**config.mk**
```make
export PLATFORM = sky130hd
export DESIGN_NAME = vmac_stream
export DESIGN_NICKNAME = d
export VERILOG_FILES = /design/src/rtl/vmac_stream.sv
export SDC_FILE = /design/constraint.sdc
export NUM_CORES = 2
export LEC_CHECK = 0
export BUFFER_PORTS_ARGS = -buffer_cell sky130_fd_sc_hd__buf_2
export CORE_MARGIN = 8
export CORE_UTILIZATION = 60
export DETAILED_ROUTE_END_ITERATION = 7
export PLACE_DENSITY = 0.85
export SETUP_SLACK_MARGIN = 0.5
export SLEW_MARGIN = 0
export SYNTH_ARGS = -nofsm -noshare
export SYNTH_HDL_FRONTEND = slang
export SYNTH_SLANG_ARGS = --single-unit
```
**constraint.sdc**
```tcl
create_clock -name clk -period 36.3 [get_ports clk]
set_input_delay 3.63 -clock clk [delete_from_list [all_inputs] [get_ports clk]]
set_output_delay 3.63 -clock clk [all_outputs]
set_load 0.05 [all_outputs]
```
**src/rtl/vmac_stream.sv**
```systemverilog
// vmac_stream: VECTOR-lane signed fixed-point vector engine with MAC, MUL, ADD and per-lane ACC operations.
// Latency: 3 edges from the accepting edge to the registered result (S1 -> S2 -> S3/output); 1 beat/cycle.
// Backpressure: one global advance (adv) freezes every stage, including acc, while out_valid && !out_ready.
//
// Ports:
//   clk, rst                      single clock, synchronous active-high reset
//   in_valid / in_ready           input beat handshake; a_in, b_in, c_in, mode, lane_en, acc_clr travel with the beat
//   out_valid / out_ready         result beat handshake; o_out (packed lanes) and ovf (per-lane saturation flag)
//   Lane i of every packed bus occupies bits [I_WIDTH*i +: I_WIDTH].
module vmac_stream #(
    parameter int VECTOR  = 3,
    parameter int I_WIDTH = 16,
    parameter int FRAC    = 8
) (
    input  logic                      clk,
    input  logic                      rst,
    input  logic                      in_valid,
    output logic                      in_ready,
    input  logic [VECTOR*I_WIDTH-1:0] a_in,
    input  logic [VECTOR*I_WIDTH-1:0] b_in,
    input  logic [VECTOR*I_WIDTH-1:0] c_in,
    input  logic [1:0]                mode,
    input  logic [VECTOR-1:0]         lane_en,
    input  logic                      acc_clr,
    output logic                      out_valid,
    input  logic                      out_ready,
    output logic [VECTOR*I_WIDTH-1:0] o_out,
    output logic [VECTOR-1:0]         ovf
);

    localparam int PW = 2 * I_WIDTH;      // full product width
    localparam int RW = 2 * I_WIDTH + 1;  // pre-saturation result width

    typedef enum logic [1:0] {
        MODE_MAC = 2'b00,
        MODE_MUL = 2'b01,
        MODE_ADD = 2'b10,
        MODE_ACC = 2'b11
    } mode_e;

    // Per-beat control that rides alongside the operands through the pipe.
    typedef struct packed {
        mode_e             mode;
        logic [VECTOR-1:0] en;
        logic              clr;
    } ctl_t;

    typedef logic [VECTOR-1:0][I_WIDTH-1:0] lanes_t;
    typedef logic [VECTOR-1:0][PW-1:0]      prods_t;

    // Whole-pipe advance: the output slot is free or being drained this cycle.
    logic adv;
    assign adv      = !out_valid || out_ready;
    assign in_ready = adv && !rst;

    // ------------------------------------------------------------------
    // S1: operand / control register
    // ------------------------------------------------------------------
    logic   s1_vld;
    lanes_t s1_a, s1_b, s1_c;
    ctl_t   s1_ctl;

    always_ff @(posedge clk) begin
        if (rst) begin
            s1_vld <= 1'b0;
        end else if (adv) begin
            s1_vld <= in_valid;
            s1_a   <= a_in;
            s1_b   <= b_in;
            s1_c   <= c_in;
            s1_ctl <= {mode_e'(mode), lane_en, acc_clr};
        end
    end

    // Full signed product, then floor-shift back to the operand's fixed-point scale.
    prods_t s1_p;
    always_comb begin
        logic signed [PW-1:0] prod;
        prod = '0;
        s1_p = '0;
        for (int i = 0; i < VECTOR; i++) begin
            prod    = $signed(s1_a[i]) * $signed(s1_b[i]);
            s1_p[i] = prod >>> FRAC;
        end
    end

    // ------------------------------------------------------------------
    // S2: product register; a and c are carried for the ADD bypass and the add
    // ------------------------------------------------------------------
    logic   s2_vld;
    prods_t s2_p;
    lanes_t s2_a, s2_c;
    ctl_t   s2_ctl;

    always_ff @(posedge clk) begin
        if (rst) begin
            s2_vld <= 1'b0;
        end else if (adv) begin
            s2_vld <= s1_vld;
            s2_p   <= s1_p;
            s2_a   <= s1_a;
            s2_c   <= s1_c;
            s2_ctl <= s1_ctl;
        end
    end

    // ------------------------------------------------------------------
    // S3: add, saturate, lane masking. acc is read and written only here,
    // so consecutive ACC beats chain through it at full rate.
    // ------------------------------------------------------------------
    lanes_t            acc;
    lanes_t            s3_res;
    logic [VECTOR-1:0] s3_ovf;

    always_comb begin
        logic [RW-1:0] r, pe, ae, ce, acce;
        logic          fits;
        r      = '0;
        pe     = '0;
        ae     = '0;
        ce     = '0;
        acce   = '0;
        fits   = 1'b1;
        s3_res = '0;
        s3_ovf = '0;
        for (int i = 0; i < VECTOR; i++) begin
            pe   = {s2_p[i][PW-1], s2_p[i]};
            ae   = {{(RW-I_WIDTH){s2_a[i][I_WIDTH-1]}}, s2_a[i]};
            ce   = {{(RW-I_WIDTH){s2_c[i][I_WIDTH-1]}}, s2_c[i]};
            acce = {{(RW-I_WIDTH){acc[i][I_WIDTH-1]}}, acc[i]};
            r    = '0;
            case (s2_ctl.mode)
                MODE_MAC: r = pe + ce;
                MODE_MUL: r = pe;
                MODE_ADD: r = ae + ce;
                MODE_ACC: r = s2_ctl.clr ? pe : acce + pe;
            endcase
            // r fits in I_WIDTH bits when everything from the lane's sign bit up is a sign extension.
            fits = (&r[RW-1:I_WIDTH-1]) || !(|r[RW-1:I_WIDTH-1]);
            if (s2_ctl.en[i]) begin
                s3_res[i] = fits ? r[I_WIDTH-1:0] : {r[RW-1], {(I_WIDTH-1){~r[RW-1]}}};
                s3_ovf[i] = !fits;
            end
        end
    end

    always_ff @(posedge clk) begin
        if (rst) begin
            out_valid <= 1'b0;
            o_out     <= '0;
            ovf       <= '0;
            acc       <= '0;
        end else if (adv) begin
            out_valid <= s2_vld;
            if (s2_vld) begin
                o_out <= s3_res;
                ovf   <= s3_ovf;
                if (s2_ctl.mode == MODE_ACC) begin
                    for (int i = 0; i < VECTOR; i++) begin
                        if (s2_ctl.en[i]) acc[i] <= s3_res[i];
                    end
                end
            end
        end
    end

endmodule

```
# Yosys cells after proc, flatten, opt, wreduce, memory -nomap -nowiden
# Cells that the tools add are included.
# totals
ff_bits	426
latchBits	0
ram_bits	0
romBits	0
input_bits	154
mem_count	0
# classes
addsub	9
multipliers	3
div	0
n_lt_le_gt_ge	0
eq_ne	3
shifts	0
n_mux	15
bitwise_logic	4
reduce_logical	25
# op_table
op	count
$pmux W33 S4	3
$mux W33	3
$mul A16 B16 Y32	3
$mux W16	6
$add A16 B24 Y25	3
$add A24 B16 Y25	3
$reduce_and A18 Y1	3
$reduce_or A18 Y1	3
$add A16 B16 Y17	3
$reduce_and A4 Y1	3
$logic_not A1 Y1	8
$eq A2 B2 Y1 const B	2
$logic_or A1 B1 Y1	4
$not A1 Y1	4
$reduce_and A2 Y1	2
$mux W1	3
$eq A2 B1 Y1 const B	1
$logic_not A2 Y1	1
$logic_and A1 B1 Y1	1

# Logic depth before layout (Yosys ltp)
# depth
word_depth	8
depth_mapped	26

# Worst setup path before layout
# Ideal clock, no wire load.
# synth_timing
path_kind	input port to output port
startpoint	in rst
endpoint	out in_ready
arrival_time_ns	18.299
required_ns	32.670
setup_slack_ns	14.371
path_stages	4
n_path_buf	3
path_cell_list	clkbuf_1 > buf_1 > buf_1 > nor2_1
# synth_between
elab_chain_cells	2
# synth_lines
item	line	source
from (decl)	16	input logic rst,
$logic_not A1 Y1	54	assign in_ready = adv && !rst;
$logic_and A1 B1 Y1	54	
to (decl)	18	output logic in_ready,
# Every way passes these cells.

# Worst setup path after layout
# Ends and elaborated chain as after synthesis.

==> flow_metrics.tcl <==
set metrics [dict create \
    route.vias.total 40500 \
    clockRootBuffer "sky130_fd_sc_hd__clkbuf_16" \
    number_of_buffer_cells_added_on_primary_ports 206 \
    post_syn_instances 5546 \
    detail-route-antenna-nets 0 \
    cts-buffers-inserted 50 \
    gp_routability_congestion 0.945 \
    cts_sinks 426 \
    layout.nets 7006 \
    hold_ws_ns 0.417 \
    clock_transition_at_the_registers_of_the_reported_paths_ns 0.06 \
    vias_in_the_first_global_route 42400 \
    n_fill_cell 6724 \
    wl_um 133000 \
    first_iter_violations 3378 \
    flow.area_growth_from_synthesis_pct 6.90 \
    comb_power_share_pct 75.7 \
    routedWlPerCell_um 19.5 \
    grt_first_pass_wirelength_um 217000 \
    finalMaxSlewViolations 0 \
    timing.final.hold_violations 0 \
    multiplexer_share_of_the_synthesized_area_pct 0.373 \
    post_synth.cell_area_avg_sq_um 9.62 \
    cellPowerDensity_nw_per_um2 109 \
    complex_gate_fraction_of_the_synthesized_area_pct 12.4 \
    classification_of_the_worst_setup_path "in2out" \
    io_pins 207 \
    crit-reg2reg-capture "s2_p[55]$_DFFE_PP_" \
    status "finished, final reports clean" \
    regToRegStartpoint "s1_a[25]$_DFFE_PP_" \
    yosys_warnings 0 \
    grt.total_usage_pct 27.1 \
    mostFrequentLayoutCells "sky130_fd_sc_hd__inv_1 (911), sky130_fd_sc_hd__fa_1 (792), sky130_fd_sc_hd__nand2_1 (585)" \
    power.switching_w 0.00293 \
    synth_simple_gate_area_share_pct 14.2 \
    cellInternalPower_w 0.00327 \
    initial_utilization_pct 60.4 \
    final_layout_size_suffix_gt1_share_pct 6.73 \
    synthDistinctLibCells 90 \
    route.detailed.vias_per_inst 5.92 \
    ctsLongestPathBuffers 3 \
    part_of_the_yosys_area_used_for_sequential_elements_pct 22.1 \
    finish.cell_count_without_fillers 6839 \
    worst_pin_slew_ns 1.29 \
    rr_worst_depth 20 \
    post-place-cells 6744 \
    holdBufCountCts 0 \
    clock-skew-final_ns 0.0466 \
    power_frac_seq_pct 15.7 \
    critPathMaxFanout 31 \
    fmax_mhz 119 \
    synth_top_family_by_area "adder cells" \
    setup_total_negative_slack_ns 0 \
    post_synthesis_net_count 6921 \
    most_common_cell_after_layout_fill_and_taps_aside "sky130_fd_sc_hd__inv_1" \
    clock_tree.htree_level_count 2 \
    cap_violations 0 \
    detailed_route_drc_error_count 0 \
    timing.critical_path.required_ns 32.67 \
    setup_viol 0 \
    cts-resized-gates 0 \
    setup.worst_path.end_class "output pin" \
    post-route-min-period_ns 8.43 \
    grt_antenna_before_repair 2 \
    rrSetupSlack_ns 28.77 \
    fp.dieH_um 314 \
    cell_leakage_power_nw 26.6 \
    grt_remaining_overflow 0 \
    first_pass_iters 6 \
    synth.cell_area_sq_um 53300 \
    final_min_period_over_clock_period_pct 23.2 \
    rsz_0062_raised_after_global_routing "false" \
    crit_path_start "rst" \
    largest_net_degree_at_the_start_of_global_routing 138 \
    row_count 109 \
    peakVddDrop_mv 0.157 \
    synth.ff_latch_count 426 \
    maxSlewHeadroom_pct 14.3 \
    synth_xor_area_share_pct 3.33 \
    floorplan.die.width_um 314 \
    synth_enable_flop_cells 324 \
    endpoint_arrival_time_on_the_critical_path_ns 4.80 \
    cts.repair_timing.setup_buffer_count 0 \
    swShare_pct 47.3 \
    tritoncts_clock_tree "yes" \
    clockPowerShare_pct 8.6 \
    clk-insertion-delay-late_ns 0.66 \
    synth-async-reset-ratio_pct 0 \
    end_point_of_the_critical_path "in_ready" \
    synth_top_flop_cell "sky130_fd_sc_hd__edfxtp_1" \
    yosys.area_share.adder_pct 39.8 \
    timing.hold.worst.class "reg2reg" \
    die_area_sq_um 98700 \
    startpoint_type "input port" \
    design.core.area_sq_um 88200 \
    dp.final_hpwl_um 104000 \
]
-- critical path: stages --
cell	delay (ns)
sky130_fd_sc_hd__buf_2	0.32
sky130_fd_sc_hd__nor2_4	0.43
sky130_fd_sc_hd__buf_2	0.38
-- metrics by stage --
step / instance area [sq um] / worst slack (ns) / power [W] / utilization (%)
3_5_place_dp: 55300 / 27.92 / 0.00561 / 62.6
2_1_floorplan: 53300 / 14.37 / 0.00463 / -
4_1_cts: 57000 / 27.90 / 0.00620 / 64.6
3_3_place_gp: 55300 / 27.91 / 0.00536 / 62.6
5_1_grt: 57000 / 27.86 / 0.00687 / 64.6
6_report: 57000 / 27.87 / 0.00620 / 64.6
-- state kept, by name, indices dropped and copies added (netlist names), 6 cells and up --
signal and cells:
s2_p 72, acc 48, o_out 48, s1_a 48, s1_b 48, s1_c 48
s2_a 48, s2_c 48, s1_ctl 6, s2_ctl 6
-- cell usage after synthesis, drive strengths merged, types with 11 or more instances --
master	number	area share, %
o31ai	22	0.36
mux2i	12	0.23
and3	29	0.34
o21a	53	0.75
o211ai	30	0.43
xnor2	136	2.2
nor3	53	0.50
or3	20	0.23
a311oi	15	0.32
a21oi	286	2.7
nand4	18	0.21
o21bai	21	0.30
o221ai	11	0.18
edfxtp	324	18
o21ai	198	1.9
inv	911	6.4
fa	792	30
a31oi	55	0.76
nor2b	28	0.33
dfxtp	102	3.8
buf	25	0.22
nor2	285	2.0
ha	429	10
a21o	83	1.2
nand2	585	4.1
a211oi	66	0.96
clkbuf	172	1.2
nand3	67	0.63
o22ai	31	0.36
nand2b	42	0.49
and2	394	4.6
xor2	67	1.1
-- power groups by stage --
stage	logic, W	registers (W)	clock network, W
after floorplan	0.00369	0.000934	0
after global placement	0.00439	0.000974	0
after detailed placement	0.00464	0.000975	0
after CTS	0.00469	0.000965	0.000544
after global routing	0.00534	0.000976	0.000561
final	0.00469	0.000970	0.000533
-- cells by family after synthesis --
kind of cell             Yosys count
AO/OA/AOI/OAI                    998
flip-flops                       426
buffers and inverters           1109
AND/OR/NAND/NOR                 1572
XOR/XNOR                         203
multiplexers                      17
adder cells (fa/ha/maj)         1221
-- per-layer routing --
metal  share of wire [%]  track usage, %  vias to the layer above  wire length [um]
li1                    -               -                    18400                 -
met1                  40            35.2                    20000             52600
met2                  47            44.4                     1735             63000
met3                 8.7            5.14                      377             11600
met4                 4.4            11.4                        2              5840
met5               0.014               0                        -                18
-- how the worst min path moves through the flow --
stage | from | end | slack, ns | cells past startpoint
final | s1_ctl[4]$_DFFE_PP_ | s2_ctl[4]$_DFFE_PP_ | 0.42 | 0
after CTS | s1_ctl[1]$_DFFE_PP_ | s2_ctl[1]$_DFFE_PP_ | 0.42 | 0
after global routing | s1_ctl[4]$_DFFE_PP_ | s2_ctl[4]$_DFFE_PP_ | 0.42 | 0
after global placement | s1_c[8]$_DFFE_PP_ | s2_c[8]$_DFFE_PP_ | 0.40 | 0
after floorplan | s1_c[0]$_DFFE_PP_ | s2_c[0]$_DFFE_PP_ | 0.40 | 0
after detailed placement | s1_ctl[1]$_DFFE_PP_ | s2_ctl[1]$_DFFE_PP_ | 0.40 | 0
-- cell type report --
class                   instances  area [sq um]  share of cell area [%]
diodes                          1          2.50                 0.00439
clock buffers                  68          1510                    2.64
clock inverters                26           236                   0.415
inverters                     912          3420                    6.00
multi-input cells            4011         37400                    65.6
flip-flops and latches        426         11800                    20.6
well taps                    1165          1460                    2.56
repair buffers                230          1220                    2.15
No activity file was read; power rests on OpenSTA's default activity.
